$ cat config.mk
export PLATFORM = sky130hd
export DESIGN_NAME = code_sig_capture
export DESIGN_NICKNAME = d
export VERILOG_FILES = /design/src/rtl/code_sig_pkg.sv /design/src/rtl/code_sig_capture_misr_step.sv /design/src/rtl/code_sig_capture.sv
export SDC_FILE = /design/constraint.sdc
export NUM_CORES = 1
export LEC_CHECK = 0
export ABC_CLOCK_PERIOD_IN_PS = 2900
export CORE_MARGIN = 2
export CORE_UTILIZATION = 25
export CTS_CLUSTER_SIZE = 24
export DETAILED_ROUTE_END_ITERATION = 7
export HOLD_SLACK_MARGIN = 0.15
export PLACE_DENSITY = 0.41
export SYNTH_ARGS = -nofsm -noshare
export SYNTH_HDL_FRONTEND = slang
export SYNTH_HIERARCHICAL = 1
export SYNTH_SLANG_ARGS = --single-unit
export TNS_END_PERCENT = 10
$ cat constraint.sdc
create_clock -name clk -period 2.9 [get_ports clk]
set_input_delay 0.58 -clock clk [delete_from_list [all_inputs] [get_ports clk]]
set_output_delay 0.58 -clock clk [all_outputs]
set_load 0.01 [all_outputs]
$ cat src/rtl/code_sig_pkg.sv
// Shared types and default constants for the code signature capture block
// and the datapath blocks that feed it.
package code_sig_pkg;

  typedef enum logic [1:0] {
    IDLE = 2'd0,
    RUN  = 2'd1,
    DONE = 2'd2
  } state_e;

  localparam logic [15:0] SIG_POLY_CCITT   = 16'h1021;
  localparam logic [15:0] SIG_SEED_DEFAULT = 16'hFFFF;

endpackage : code_sig_pkg

$ cat src/rtl/code_sig_capture_misr_step.sv
// One MISR step: shift left, fold the polynomial in when the MSB falls out,
// then XOR the zero-extended code into the low bits.
module misr_step #(
  parameter int CODE_W = 3,
  parameter int SIG_W  = 16
) (
  input  logic [SIG_W-1:0]  sig,
  input  logic [CODE_W-1:0] code,
  input  logic [SIG_W-1:0]  poly,
  output logic [SIG_W-1:0]  sig_next
);

  logic [SIG_W-1:0] shifted_s;
  logic [SIG_W-1:0] fold_s;
  logic [SIG_W-1:0] code_ext_s;

  // Next-signature computation
  always_comb begin
    shifted_s  = {sig[SIG_W-2:0], 1'b0};
    code_ext_s = {{(SIG_W-CODE_W){1'b0}}, code};
    if (sig[SIG_W-1]) begin
      fold_s = poly;
    end else begin
      fold_s = {SIG_W{1'b0}};
    end
    sig_next = shifted_s ^ fold_s ^ code_ext_s;
  end

endmodule : misr_step

$ cat src/rtl/code_sig_capture.sv
// Captures a stream of datapath output codes into a MISR signature and a
// saturating per-code histogram over a programmed number of samples.
module code_sig_capture
  import code_sig_pkg::*;
#(
  parameter int              CODE_W   = 3,
  parameter int              SIG_W    = 16,
  parameter logic [SIG_W-1:0] SIG_POLY = SIG_POLY_CCITT,
  parameter logic [SIG_W-1:0] SIG_SEED = SIG_SEED_DEFAULT,
  parameter int              CNT_W    = 16,
  parameter int              HIST_W   = 8
) (
  input  logic              clk,
  input  logic              rst_n,
  input  logic              start,
  input  logic [CNT_W-1:0]  num_samples,
  input  logic              in_valid,
  input  logic [CODE_W-1:0] in_code,
  output logic              in_ready,
  output logic              busy,
  output logic              done,
  output logic [SIG_W-1:0]  signature,
  output logic [CNT_W-1:0]  sample_cnt,
  input  logic [CODE_W-1:0] hist_sel,
  output logic [HIST_W-1:0] hist_count
);

  localparam int NBINS = 1 << CODE_W;
  localparam logic [HIST_W-1:0] HIST_ONE = {{(HIST_W-1){1'b0}}, 1'b1};
  localparam logic [HIST_W-1:0] HIST_MAX = {HIST_W{1'b1}};
  localparam logic [CNT_W-1:0]  CNT_ONE  = {{(CNT_W-1){1'b0}}, 1'b1};

  state_e             state_r;
  logic               in_ready_r;
  logic               busy_r;
  logic               done_r;
  logic [SIG_W-1:0]   sig_r;
  logic [CNT_W-1:0]   cnt_r;
  logic [CNT_W-1:0]   target_r;
  logic [HIST_W-1:0]  hist_r [NBINS];

  logic [SIG_W-1:0]   sig_next_s;
  logic [CNT_W-1:0]   cnt_next_s;
  logic               accept_s;

  misr_step #(
    .CODE_W (CODE_W),
    .SIG_W  (SIG_W)
  ) u_misr_step (
    .sig      (sig_r),
    .code     (in_code),
    .poly     (SIG_POLY),
    .sig_next (sig_next_s)
  );

  // Accept qualification and counter increment
  always_comb begin
    accept_s   = in_valid && in_ready_r;
    cnt_next_s = cnt_r + CNT_ONE;
  end

  // Run-control FSM with signature, counter and histogram state
  always_ff @(posedge clk or negedge rst_n) begin
    if (!rst_n) begin
      state_r    <= IDLE;
      in_ready_r <= 1'b0;
      busy_r     <= 1'b0;
      done_r     <= 1'b0;
      sig_r      <= SIG_SEED;
      cnt_r      <= {CNT_W{1'b0}};
      target_r   <= {CNT_W{1'b0}};
      for (int i = 0; i < NBINS; i++) begin
        hist_r[i] <= {HIST_W{1'b0}};
      end
    end else begin
      case (state_r)
        IDLE, DONE: begin
          if (start) begin
            target_r <= num_samples;
            sig_r    <= SIG_SEED;
            cnt_r    <= {CNT_W{1'b0}};
            for (int i = 0; i < NBINS; i++) begin
              hist_r[i] <= {HIST_W{1'b0}};
            end
            // A zero-length run completes without ever opening the input.
            if (num_samples == {CNT_W{1'b0}}) begin
              state_r    <= DONE;
              in_ready_r <= 1'b0;
              busy_r     <= 1'b0;
              done_r     <= 1'b1;
            end else begin
              state_r    <= RUN;
              in_ready_r <= 1'b1;
              busy_r     <= 1'b1;
              done_r     <= 1'b0;
            end
          end else begin
            state_r <= state_r;
          end
        end
        RUN: begin
          if (accept_s) begin
            sig_r <= sig_next_s;
            cnt_r <= cnt_next_s;
            if (hist_r[in_code] != HIST_MAX) begin
              hist_r[in_code] <= hist_r[in_code] + HIST_ONE;
            end else begin
              hist_r[in_code] <= HIST_MAX;
            end
            if (cnt_next_s == target_r) begin
              state_r    <= DONE;
              in_ready_r <= 1'b0;
              busy_r     <= 1'b0;
              done_r     <= 1'b1;
            end else begin
              state_r <= RUN;
            end
          end else begin
            state_r <= RUN;
          end
        end
        default: begin
          state_r    <= IDLE;
          in_ready_r <= 1'b0;
          busy_r     <= 1'b0;
          done_r     <= 1'b0;
        end
      endcase
    end
  end

  // Output drive from registered state
  always_comb begin
    in_ready   = in_ready_r;
    busy       = busy_r;
    done       = done_r;
    signature  = sig_r;
    sample_cnt = cnt_r;
    hist_count = hist_r[hist_sel];
  end

endmodule : code_sig_capture
; Word-level counts from Yosys, hierarchy flattened
; Index checks and enable logic that the tools add are counted.
[totals]
regBits = 116
input_bits = 26
out_inout_bits = 43
elab_cells = 75
[classes]
addsub = 2
order_cmp = 3
n_eq_ne = 7
mux = 35
bitwise = 5
n_reduce_logical = 9
[op_table]
columns = operator, count
row1 = 2-to-1 mux 64 bit, 3
row2 = one-hot mux 64 bit (2 select lines), 1
row3 = bitwise mux 64 bit, 1
row4 = 2-to-1 mux 16 bit, 4
row5 = OR 64 bit, 1
row6 = one-hot mux 16 bit (2 select lines), 2
row7 = binary-select mux 8 bit (select 3 bit), 2
row8 = 2-to-1 mux 8 bit, 5
row9 = demux 8 bit (select 3 bit), 1
row10 = adder 16 x 1 -> 16 bit (second input constant), 1
row11 = equality test 16 bit, 1
row12 = zero test 16 bit, 1
row13 = XOR 16 x 13 -> 16 bit, 1
row14 = XOR 16 x 3 -> 16 bit, 1
row15 = 2-to-1 mux 13 bit, 1
row16 = adder 8 x 1 -> 8 bit (second input constant), 1
row17 = greater-or-equal comparator 4 bit (second input constant), 2
row18 = 2-to-1 mux 1 bit, 8
row19 = 2-to-1 mux 2 bit, 4
row20 = inequality test 8 bit (second input constant), 1
row21 = NOT 3 -> 4 bit, 2
row22 = inequality test 2 bit (second input constant), 3
row23 = AND reduction 3 bit, 2
row24 = < comparator 4 x 1 -> 1 bit (second input constant), 1
row25 = other kinds (9), 11

; Longest topological paths before layout
; Gate-level depths: netlist of run 1.
[depth]
word_depth = 9
depth_mapped = 14
mapped_depth_nobuf = 9

; Hierarchy
; Netlist of run 1, hierarchy kept.
[by_module_without_submodules]
columns = module, n_inst, cells_per_inst, area_per_inst_um2, seq_area_each_um2
row1 = code_sig_capture, 1, 695, 6705.2, 2922.8
row2 = misr_step, 1, 36, 261.5, 0.0

; Worst setup path after synthesis of run 1
; OpenSTA, ideal clock, no wires.
[synth_timing]
path_type = in2reg
from = in in_code[2]
to = reg hist_r[11] in the netlist's numbering
setup_time_ns = 0.122
arrival_ns = 2.897
required_ns = 2.778
path_slack_ns = -0.119
cell_stages = 12
path_buffers = 3
path_cell_list = buf_2 -> buf_4 -> mux2_2 -> a221oi_1 -> o21a_1 -> inv_1 -> ha_1 -> nor2b_1 -> nand4_1 -> buf_4 -> nand3_2 -> a32o_1
[synth_via]
elab_chain_cells = 9
elab_cells_between_ends = 16
cone_classes = add/sub (1) / order compare (2) / eq/ne (1) / mux (9) / bitwise (2) / reduce/logical (1)
[synth_rtl]
columns = element, line_no
row1 = "start, declared", code_sig_capture.sv:18  ; input logic [CODE_W-1:0] in_code,
row2 = NOT 3 -> 4 bit (implied by the code) (*), "code_sig_capture.sv:105, code_sig_capture.sv:106, code_sig_capture.sv:108"
row3 = "binary-select mux 8 bit (select 3 bit), or another cell as far along", "code_sig_capture.sv:105, code_sig_capture.sv:106"
row4 = 2-to-1 mux 8 bit (implied by the code) or logical AND 1 bit (tied branches), "code_sig_capture.sv:105, code_sig_capture.sv:106, code_sig_capture.sv:108"
row5 = "2-to-1 mux 8 bit, on equally long branches", "code_sig_capture.sv:105, code_sig_capture.sv:106, code_sig_capture.sv:108"
row6 = adder 8 x 1 -> 8 bit or demux 8 bit (select 3 bit) (tied branches), "code_sig_capture.sv:106, code_sig_capture.sv:108"
row7 = bitwise mux 64 bit or OR 64 bit (tied branches), -
row8 = 2-to-1 mux 64 bit (*), code_sig_capture.sv:105  ; if (hist_r[in_code] != HIST_MAX) begin
row9 = 2-to-1 mux 64 bit (*), code_sig_capture.sv:102  ; if (accept_s) begin
row10 = one-hot mux 64 bit (2 select lines) (*), code_sig_capture.sv:76  ; case (state_r)
row11 = "end signal, assigned by index", code_sig_capture.sv:73  ; hist_r[i] <= {HIST_W{1'b0}};
row12 = "end signal, assigned by index", code_sig_capture.sv:83  ; hist_r[i] <= {HIST_W{1'b0}};
row13 = "end signal, assigned by index", code_sig_capture.sv:106  ; hist_r[in_code] <= hist_r[in_code] + HIST_ONE;
row14 = "end, declared", code_sig_capture.sv:40  ; logic [HIST_W-1:0] hist_r [NBINS];
; Mark *: on every way between the ends. The rest lies on a longest branch, timed or not. The select of a mux whose other input is x is not followed.
; A chain may end at the register's enable or synchronous reset.

; Final worst setup path of run 1
[layout_timing]
from = in hist_sel[0]
to = out hist_count[3]
[layout_via]
elab_chain_cells = 4
[layout_rtl]
columns = element, line_no
row1 = "start, declared", code_sig_capture.sv:24  ; input logic [CODE_W-1:0] hist_sel,
row2 = NOT 3 -> 4 bit (implied by the code), code_sig_capture.sv:139  ; hist_count = hist_r[hist_sel];
row3 = binary-select mux 8 bit (select 3 bit), code_sig_capture.sv:139
row4 = 2-to-1 mux 8 bit (implied by the code) (2 in series), code_sig_capture.sv:139
row5 = "end, declared", code_sig_capture.sv:25  ; output logic [HIST_W-1:0] hist_count
; Every way passes these cells. The select of a mux whose other input is x is not followed.

==> impl_results.md, run 1 <==
* Share of cells above drive strength 1 at 25.4%
* MaxCap Viol Count at 0
* H-tree depth at 4
* Drt wl/cell at 18.3 um
* Post-synth EDFFs at 0
* Antenna-violating nets left at 0
* Clock Tree Root: clkbuf_16
* Initial antenna violation count at 0
* First drt pass iteration count at 5
* Top-count cell post-synth: nand2_1
* Setup TNS at 0 ns
* Total Die Area at 0.0292 mm^2
* Clock sink count at 116
* Die Ht at 171 um
* Num CTS Buffers at 17
* RSZ-0062 raised after global routing: no
* Leakage at 4.06 nW
* Vias in the first global route at 6126
* Critical Path Fanout Max at 8
* Post-synthesis cell area at 0.00697 mm^2
* HP Class: input port to async pin
* Hold Fails Final Rpt at 0
* Register area at 0.00292 mm^2
* GPL Wtd Cong at 0.776
* Final-layout fill cell count at 2876
* Core area at 0.0276 mm^2
* Initial DRC count at 341
* Max Fclk at 352 MHz
* Synth-to-layout area growth at 37.8%
* Worst Path Arrival at 2.26 ns
* Synth async-reset ratio at 100%
* WS Path Type: input port to output pin
* Residual DRC at 0
* Number of port buffers at 68
* Starting Density at 25.2%
* Largest net degree at the start of global routing at 51
* Clock-pin slew on the worst setup and hold paths at 0.06 ns
* CTS Hold Buffers Added at 0
* Power per cell area at 850 mW/mm^2
* Critical path launch point type: input port
* Fin crit share at 97.8%
* Total Power at 8.16 mW
* Crit. End Element: output pin
* Dominant cells by area after synthesis: dfrtp_1 (36%), mux4_2 (7.8%), nand2_1 (7.2%), dfstp_2 (6.0%), o21ai_0 (5.0%)
* Finish-stage setup viols at 0
* CTS tree: yes
* DP HPWL at 16.4 mm
* Clk buf depth at 2
* Top cell type's share of synthesized area at 35.9%
* Final WL at 23.5 mm
* Worst-Margin Slew at 0.939 ns
* Diode count at 0
* Reg2Reg Setup Slack at 0.23 ns
* Die X at 171 um
* Via count at 6141
* Synth unique cells at 64
* Required @ worst endpoint at 2.32 ns
* Via-to-Cell Ratio at 4.78
* Fin crit period at 2.84 ns
* Post-synth top cells: nand2_1 (134), dfrtp_1 (100), o21ai_0 (69), xnor2_1 (33)
* Rel. slew slack at 37.3%
* Peak VDD IR at 0.403 mV
* # rows at 61
* Mean Syn Cell Area at 9.53 um^2
* Synthesis warning total at 6
* Post-Synthesis Cells at 731
* Post-layout net count at 921
* Area occupied by multi-input gates at 0.00385 mm^2
* Ports at 69
* Fin Clk Skew at 0.00947 ns
* Synth Register Bits at 116
* First-pass GRT wire length at 36.9 mm
* Max Slew Vio Count at 0
* Overflow after GRT at 0
* Top FF cell, synth: dfrtp_1
* Seq/Total Area, Yosys at 42.0%
* Yosys top cell by area: dfrtp_1
* Global Route Usage Sum at 16.6%
* Status: finished, final reports clean
* Utilization after layout at 34.7%
* Clock network latency to the later pin of the worst-skew pair at 0.43 ns
state kept, by name (all words and copies together), names as in the netlist:
register / flops
hist_r: 64
sample_cnt: 16
signature: 16
target_r: 16
state_r: 2
busy: 1
done: 1
cell families (layout without fill, tap and decap cells):
group / count (synthesis) / count (layout) / synth area share, %
xor gates and xnor gates: 42 / 42 / 5.28
muxes: 44 / 44 / 11.3
DFF: 116 / 116 / 42.0
buffers and inverters: 80 / 241 / 5.55
AOI/OAI and AO/OA: 200 / 200 / 19.1
and+or+nand+nor: 245 / 245 / 16.4
adders and majority gates: 2 / 2 / 0.359
other: 2 / 16 / 0.108
critical path, stage by stage:
cell and delay (ns):
buf_2 0.18, buf_12 0.18, mux4_2 0.53, mux2_2 0.30
clkdlybuf4s50_1 0.48
cell type report:
class / instances / area share [%]
Clock inverter: 15 / 1.64
Tap cell: 378 / 4.93
Multi-Input combinational cell: 549 / 40.1
Timing Repair Buffer: 177 / 17.2
Inverter: 32 / 1.25
Clock buffer: 17 / 4.43
Sequential cell: 116 / 30.5
stage by stage:
| stage | hold slack [ns] | cell area [um^2] | setup slack, ns | cells |
|---|---|---|---|---|
| 2_1_floorplan | 0.284 | 7070 | -0.0314 | 745 |
| 3_3_place_gp | 0.482 | 8770 | -0.533 | 1242 |
| 3_5_place_dp | 0.488 | 8770 | -0.565 | 1242 |
| 4_1_cts | 0.232 | 9460 | 0.0229 | 1280 |
| 5_1_grt | 0.259 | 9600 | 0.0279 | 1284 |
| 6_report | 0.203 | 9600 | 0.0626 | 1284 |
where the power goes:
group | switching [mW] | internal, mW | total (mW)
Sequential | 0.564 | 2.27 | 2.84
Clock | 0.841 | 1.27 | 2.11
Combinational | 1.58 | 1.64 | 3.22
per-layer routing:
metal	global-route usage, %	wire [um]	share of wire [%]
met5	0	0	0
met4	3.80	233	0.99
met3	3.68	1090	4.7
met2	27.2	11300	48
met1	22.5	10900	46
worst paths after layout:
kind,start,to,depth (start not counted)
worst max-delay path,hist_sel[0],hist_count[3],5
worst min-delay path,rst_n,hist_r[17],1
worst max register to register,sample_cnt[1],state_r[0],8
worst min register to register,target_r[0],target_r[0],2
max in group asynchronous,rst_n,signature[11],2
min in group clk,target_r[0],target_r[0],2
timing repair:
item	in CTS	in global routing
cloned	2	1
setup endpoints to repair	36	52
resized for setup	13	16
pin swaps	0	1
buffers inserted	4	3
placed cells by master (no fill, tap or decap), drive strengths merged, types with 5 or more instances in the layout:
cell             n
nand3           19
buf            109
xnor2           33
nand2b           5
mux2i           11
mux2             7
nor4             8
mux4            26
nor3             6
dfstp           16
xor2             9
or3              6
and3             6
inv             33
nand2          139
o32ai            8
clkinv           8
and2             6
nor2b            8
dfrtp          100
a32o            10
nor2            26
a21oi           35
clkbuf          19
clkdlybuf4s50   62
conb            16
o22ai           21
a22o            18
o21ai           71
a31oi           12
Power figures use the tool's default switching activity.
==> run 2: changes to the inputs <==
- CORE_MARGIN: 2 -> not set
==> run 2 against run 1 <==
Effect of this change: sequential power barely moved; total power rose by 0.42%; clock power rose by 2%; register-to-register slack about the same; clock-buffer cell count grew 6; highest routed layer unchanged; critical path depth unchanged.
==> impl_results.md, run 2 (same netlist as run 1, synthesis figures left out) <==
* Residual DRC at 0 (unchanged)
* Clock-pin slew on the worst setup and hold paths at 0.06 ns (about the same)
* Initial antenna violation count at 1 (+1)
* Fin Clk Skew at 0.0134 ns (+0.00393 ns)
* Clock sink count at 116 (unchanged)
* Commonest non-fill, non-tap cell in the layout: nand2_1
* Clock Tree Root: clkbuf_16
* H-tree depth at 4 (unchanged)
* Reg2Reg Depth at 8 (unchanged)
* Max Slew Vio Count at 0 (unchanged)
* Inst Count DP at 1238 (-0.32%)
* Post-layout net count at 919 (-0.22%)
* First-pass GRT wire length at 36.8 mm (-0.39%)
* Synth-to-layout area growth at 37.8% (about the same)
* MaxCap Viol Count at 0 (unchanged)
* Max incr delay on CP at 0.49 ns (-0.04 ns)
* Worst-Margin Slew at 0.932 ns (-0.00708 ns)
* Comb pwr share at 39.0% (-0.4 points)
* Initial DRC count at 362 (+6.2%)
* First drt pass iteration count at 4 (-1)
* Core area at 0.0272 mm^2 (-1.6%)
* Power per cell area at 854 mW/mm^2 (+0.38%)
* Clk buf depth at 2 (unchanged)
* Worst Path Arrival at 2.24 ns (-0.02 ns)
* Peak VDD IR at 0.385 mV (-4.4%)
* Critical Path Fanout Max at 7 (-1)
* Largest net degree at the start of global routing at 117 (+130%)
* Power Internal at 5.24 mW (+1.1%)
* Num CTS Buffers at 17 (unchanged)
* Most frequent cells in the layout: nand2_1 (134), dfrtp_1 (100), buf_4 (95), o21ai_0 (68), clkdlybuf4s50_1 (57)
* Reg2Reg Setup Slack at 0.22 ns (about the same)
* HP Class: input port to async pin
* Global Route Usage Sum at 17.1% (+0.47 points)
* Required @ worst endpoint at 2.32 ns (about the same)
* Die X at 169 um (-1.2%)
* Overflow after GRT at 0 (unchanged)
* CP Cell Sequence: clkdlybuf4s15_2 > buf_12 > mux4_2 > mux2_2 > clkdlybuf4s50_1
* Clock network latency to the later pin of the worst-skew pair at 0.42 ns (about the same)
* Utilization after layout at 35.3% (+0.59 points)
* Vias in the first global route at 6164 (+0.62%)
* Leakage at 4.10 nW (+1.1%)
* Critical path launch point type: input port
* Switching share of power at 36.1% (-0.44 points)
* Hold Fails Final Rpt at 0 (unchanged)
* Reg with most FFs: hist_r
* Psw at 2.96 mW (-0.79%)
* Ports at 69 (unchanged)
* CTS tree: yes
* Max reg flops at 64 (unchanged)
* Die Ht at 169 um (-1.2%)
* Crit. End Element: output pin
* Reg2reg end: done
* Fin crit period at 2.82 ns (-0.0182 ns)
* Antenna-violating nets left at 0 (unchanged)
* # rows at 60 (-1.6%)
* Via count at 6116 (-0.41%)
* Final WL at 23.4 mm (-0.34%)
* Status: finished, final reports clean
* Total Die Area at 0.0285 mm^2 (-2.3%)
* Reg power frac at 34.7% (about the same)
* Total Power at 8.20 mW (+0.42%)
* CP max stage cell: mux4_2
* Drt wl/cell at 18.3 um (+0.21%)
* WP buf/inv at 3 (unchanged)
* Max Fclk at 355 MHz (+0.65%)
* WS Path Type: input port to output pin
* DP HPWL at 16.2 mm (-0.74%)
* Cell Count, Final, Fillers Out at 1277 (-0.55%)
* Fin crit share at 97.2% (-0.63 points)
* GPL Wtd Cong at 0.793 (+2.1%)
* Starting Density at 25.6% (+0.42 points)
* Via-to-Cell Ratio at 4.79 (+0.14%)
* Rel. slew slack at 37.2% (-0.12 points)
* Finish-stage setup viols at 0 (unchanged)
* Critical R2R Launch: sample_cnt[1]
* Number of port buffers at 68 (unchanged)
* Final-layout fill cell count at 2832 (-1.5%)
* CTS Hold Buffers Added at 0 (unchanged)
* Crit path max-delay family: buffers and inverters
* Share of cells above drive strength 1 at 24.4% (-0.94 points)
* Clock Power Share at 26.3% (+0.5 points)
## run 2: per-layer routing
metal,vias to the layer above,wire [um],global-route usage [%]
li1,2948,-,-
met1,3011,11300,23.8
met2,138,11000,26.9
met3,19,870,3.39
met4,0,272,4.74
met5,-,0,0
## run 2: layout make-up
cell class,count,area (um^2),area share [%]
flip-flops and latches,116,2920,30.4
clock inverters,9,91.3,0.951
diodes,1,2.50,0.0261
inverters,32,120,1.25
clock buffers,23,510,5.32
multi-input cells,549,3850,40.1
well taps,372,465,4.85
repair buffers,175,1640,17.0
## run 2: how the worst max path moves through the flow
stage / start / to / slack, ns / depth (start not counted)
6_report: hist_sel[0] / hist_count[3] / 0.08 / 5
3_3_place_gp: in_code[2] / hist_r[55] / -0.50 / 12
5_1_grt: in_code[0] / hist_r[21] / -0.002 / 12
4_1_cts: in_code[2] / hist_r[14] / -0.003 / 13
3_5_place_dp: in_code[2] / hist_r[33] / -0.53 / 11
2_1_floorplan: hist_sel[0] / hist_count[1] / -0.03 / 4
## run 2: power by group through the flow
stage	logic (mW)	registers (mW)	clock network, mW
2_1_floorplan	1.93	2.74	0
3_3_place_gp	3.16	2.87	0
3_5_place_dp	3.16	2.86	0
4_1_cts	3.20	2.84	2.20
5_1_grt	3.54	2.93	2.28
6_report	3.20	2.84	2.16
## run 2: stage by stage
stage                     setup WS [ns]  instance area (um^2)  hold slack [ns]  setup TNS (ns)
after floorplan                 -0.0314                  7070            0.284          -0.214
after global placement           -0.498                  8790            0.480          -31.76
after detailed placement         -0.529                  8790            0.486          -31.40
after CTS                      -0.00309                  9480            0.301        -0.00309
after global routing           -0.00199                  9600            0.317        -0.00199
final                            0.0808                  9600            0.275               0
## run 2: repair_timing
action | 4_1_cts | 5_1_grt
gates cloned | 2 | 0
endpoints found under the setup margin | 47 | 65
buffers inserted | 1 | 3
resized for setup | 15 | 17
pin swaps | 2 | 4
==> run 3: changes to the inputs <==
- ABC_CLOCK_PERIOD_IN_PS: 2900 -> 3090
- CAP_MARGIN: not set -> 20
- PLACE_DENSITY: 0.41 -> 0.39
- SKIP_LAST_GASP: not set -> 1
- clock period: 2.9 -> 3.09 ns (I/O delays scaled with it)
==> run 3 against run 2 <==
Effect of this change: sequential share of layout area up 1.0 points; utilization shrank 1.1 points; clock skew fell by 0.0024 ns; sequential power fell by 5%; global-route usage is 0.38 points lower; sequential cell count did not move; hold slack worse by 0.094 ns; critical path depth unchanged; worst setup slack worse by 0.047 ns; critical endpoint is now hist_count[0]; die area is the same.
==> impl_results.md, run 3 (same netlist as run 1, synthesis figures left out) <==
* HP Class: input port to async pin
* Comb pwr share at 38.7% (-0.3 points)
* Hold Fails Final Rpt at 0 (unchanged)
* Vias in the first global route at 6214 (+0.81%)
* Met2 Usage GRT at 27.3% (+0.36 points)
* Leakage at 3.95 nW (-3.7%)
* Post-DP Area at 0.00866 mm^2 (-1.5%)
* Fin crit period at 3.06 ns
* GPL Wtd Cong at 0.823 (+3.8%)
* Total Die Area at 0.0285 mm^2 (unchanged)
* Initial DRC count at 424 (+17%)
* Crit. End Element: output pin
* CP max stage cell: clkdlybuf4s50_1
* Worst Path Arrival at 2.44 ns (+0.20 ns)
* Overflow after GRT at 0 (unchanged)
* Die Ht at 169 um (unchanged)
* Largest net degree at the start of global routing at 48 (-59%)
* Ports at 69 (unchanged)
* Die X at 169 um (unchanged)
* Core area at 0.0272 mm^2 (unchanged)
* Clock Tree Root: clkbuf_16
* Design area at 0.00929 mm^2 (-3.2%)
* Fin Clk Skew at 0.0110 ns (-0.00242 ns)
* Max reg flops at 64 (unchanged)
* # rows at 60 (unchanged)
* Via-to-Cell Ratio at 4.90 (+2.3%)
* Max Fclk at 327 MHz
* Critical Path Fanout Max at 6 (-1)
* Drt wl/cell at 18.3 um (-0.20%)
* Power Internal at 4.72 mW (-9.9%)
* Antenna-violating nets left at 0 (unchanged)
* Reg with most FFs: hist_r
* Setup TNS at 0 ns (unchanged)
* WS Path Type: input port to output pin
* Final-layout fill cell count at 2872 (+1.4%)
* Reg2Reg Setup Slack at 0.45 ns (+0.23 ns)
* Initial antenna violation count at 1 (unchanged)
* Worst-Margin Slew at 1.05 ns (+0.115 ns)
* Clock Power Share at 25.4% (-0.9 points)
* Power per cell area at 807 mW/mm^2 (-5.4%)
* RSZ-0062 raised after global routing: yes
* Via count at 6190 (+1.2%)
* Area occupied by multi-input gates at 0.00373 mm^2 (-3.1%)
* Residual DRC at 0 (unchanged)
* Global Route Usage Sum at 16.7% (-0.38 points)
* Status: finished, final reports clean
* Peak VDD IR at 0.329 mV (-15%)
* Clock sink count at 116 (unchanged)
* Register area at 0.00292 mm^2 (unchanged)
* CTS tree: yes
* Max incr delay on CP at 0.53 ns (+0.04 ns)
* H-tree depth at 4 (unchanged)
* Psw at 2.78 mW (-6.0%)
* Reg2Reg Depth at 7 (-1)
* Commonest non-fill, non-tap cell in the layout: nand2_1
* Met1 Usage GRT at 22.1% (-1.7 points)
* Share of cells above drive strength 1 at 22.5% (-2.0 points)
* Critical path launch point type: input port
* First drt pass iteration count at 7 (+3)
* Clock-pin slew on the worst setup and hold paths at 0.06 ns (about the same)
* CTS Hold Buffers Added at 0 (unchanged)
* CP Cell Sequence: clkdlybuf4s50_1 > buf_6 > mux4_2 > mux2_2 > clkdlybuf4s50_1
* First-pass GRT wire length at 36.2 mm (-1.5%)
* Num CTS Buffers at 17 (unchanged)
* Rel. slew slack at 29.4% (-7.8 points)
* Setup Buffers After CTS at 0 (-1)
* Starting Density at 25.6% (unchanged)
* Post-layout net count at 905 (-1.5%)
* Most frequent cells in the layout: nand2_1 (134), dfrtp_1 (100), buf_4 (84), o21ai_0 (69), clkdlybuf4s50_1 (65)
* Reg power frac at 36.0% (+1.3 points)
* Finish-stage setup viols at 0 (unchanged)
* MaxCap Viol Count at 0 (unchanged)
* DP HPWL at 16.9 mm (+3.7%)
* Switching share of power at 37.1% (+0.99 points)
* Fin crit share at 98.9%
* Final WL at 23.1 mm (-1.3%)
* Met3 Usage GRT at 3.97% (+0.58 points)
* Number of port buffers at 68 (unchanged)
* Synth-to-layout area growth at 33.4%
* Cell mode on critical path: clkdlybuf4s50_1
* Clock network latency to the later pin of the worst-skew pair at 0.42 ns (about the same)
* Clk buf depth at 2 (unchanged)
* Critical R2R Launch: sample_cnt[0]
* Top Usage Layer GRT: met2
* Reg2reg end: done
* Required @ worst endpoint at 2.47 ns (+0.15 ns)
* Max Slew Vio Count at 0 (unchanged)
run 3: cell count changes in the layout (fill, tap and decap cells not counted), sizes merged, moves of 2 or more:
cell           previous run  this run
inv                      32        41
dlygate4sd2               5         0
clkinvlp                  4         1
clkbuf                   23        19
clkdlybuf4s50            57        65
buf                     106        93
dlymetal6s2s              3         1
run 3: worst max-delay path by stage:
stage / from / end / slack (ns)
6_report: hist_sel[1] / hist_count[0] / 0.03
3_3_place_gp: in_code[1] / hist_r[36] / -0.36
5_1_grt: hist_sel[1] / hist_count[0] / -0.03
4_1_cts: hist_sel[1] / hist_count[0] / 0.02
3_5_place_dp: in_code[0] / hist_r[28] / -0.42
2_1_floorplan: in_code[2] / hist_r[11] / 0.03
run 3: final cells by class:
cell class,count,share of cell area (%)
well taps,372,5.01
clock buffers,19,5.12
multi-input cells,549,40.2
flip-flops and latches,116,31.5
clock inverters,13,0.943
repair buffers,161,16.0
inverters,32,1.29
diodes,1,0.0269
run 3: routing by layer:
layer,share of wire (%),wire length [um]
met2,48,11100
met4,1.5,346
met5,0,0
met1,45,10400
met3,5.0,1170
run 3: stage by stage:
stage / utilization (%) / hold slack [ns] / setup slack [ns] / power, mW / std cells
5_1_grt: 34.2 / 0.208 / -0.0286 / 8.00 / 1262
2_1_floorplan: - / 0.322 / 0.0331 / 4.36 / 745
4_1_cts: 34.1 / 0.193 / 0.0245 / 7.56 / 1261
3_3_place_gp: 31.8 / 0.489 / -0.364 / 5.57 / 1227
3_5_place_dp: 31.9 / 0.487 / -0.424 / 5.60 / 1228
6_report: 34.2 / 0.181 / 0.0334 / 7.50 / 1263
run 3: timing repair:
| action | in CTS | in global routing |
|---|---|---|
| gates cloned | 1 | 0 |
| setup endpoints to repair | 8 | 57 |
| resized for setup | 3 | 8 |
run 3: power groups by stage:
stage                     logic, mW  registers (mW)  clock network, mW
after floorplan                1.79            2.57                  0
after global placement         2.87            2.70                  0
after detailed placement       2.90            2.70                  0
final                          2.90            2.70               1.90
after CTS                      2.92            2.69               1.95
after global routing           3.20            2.78               2.02
run 3: worst max-delay path, delay by kind of cell:
kind                   cells  cell delay (ns)
multiplexers               2             0.63
buffers and inverters      3             1.18
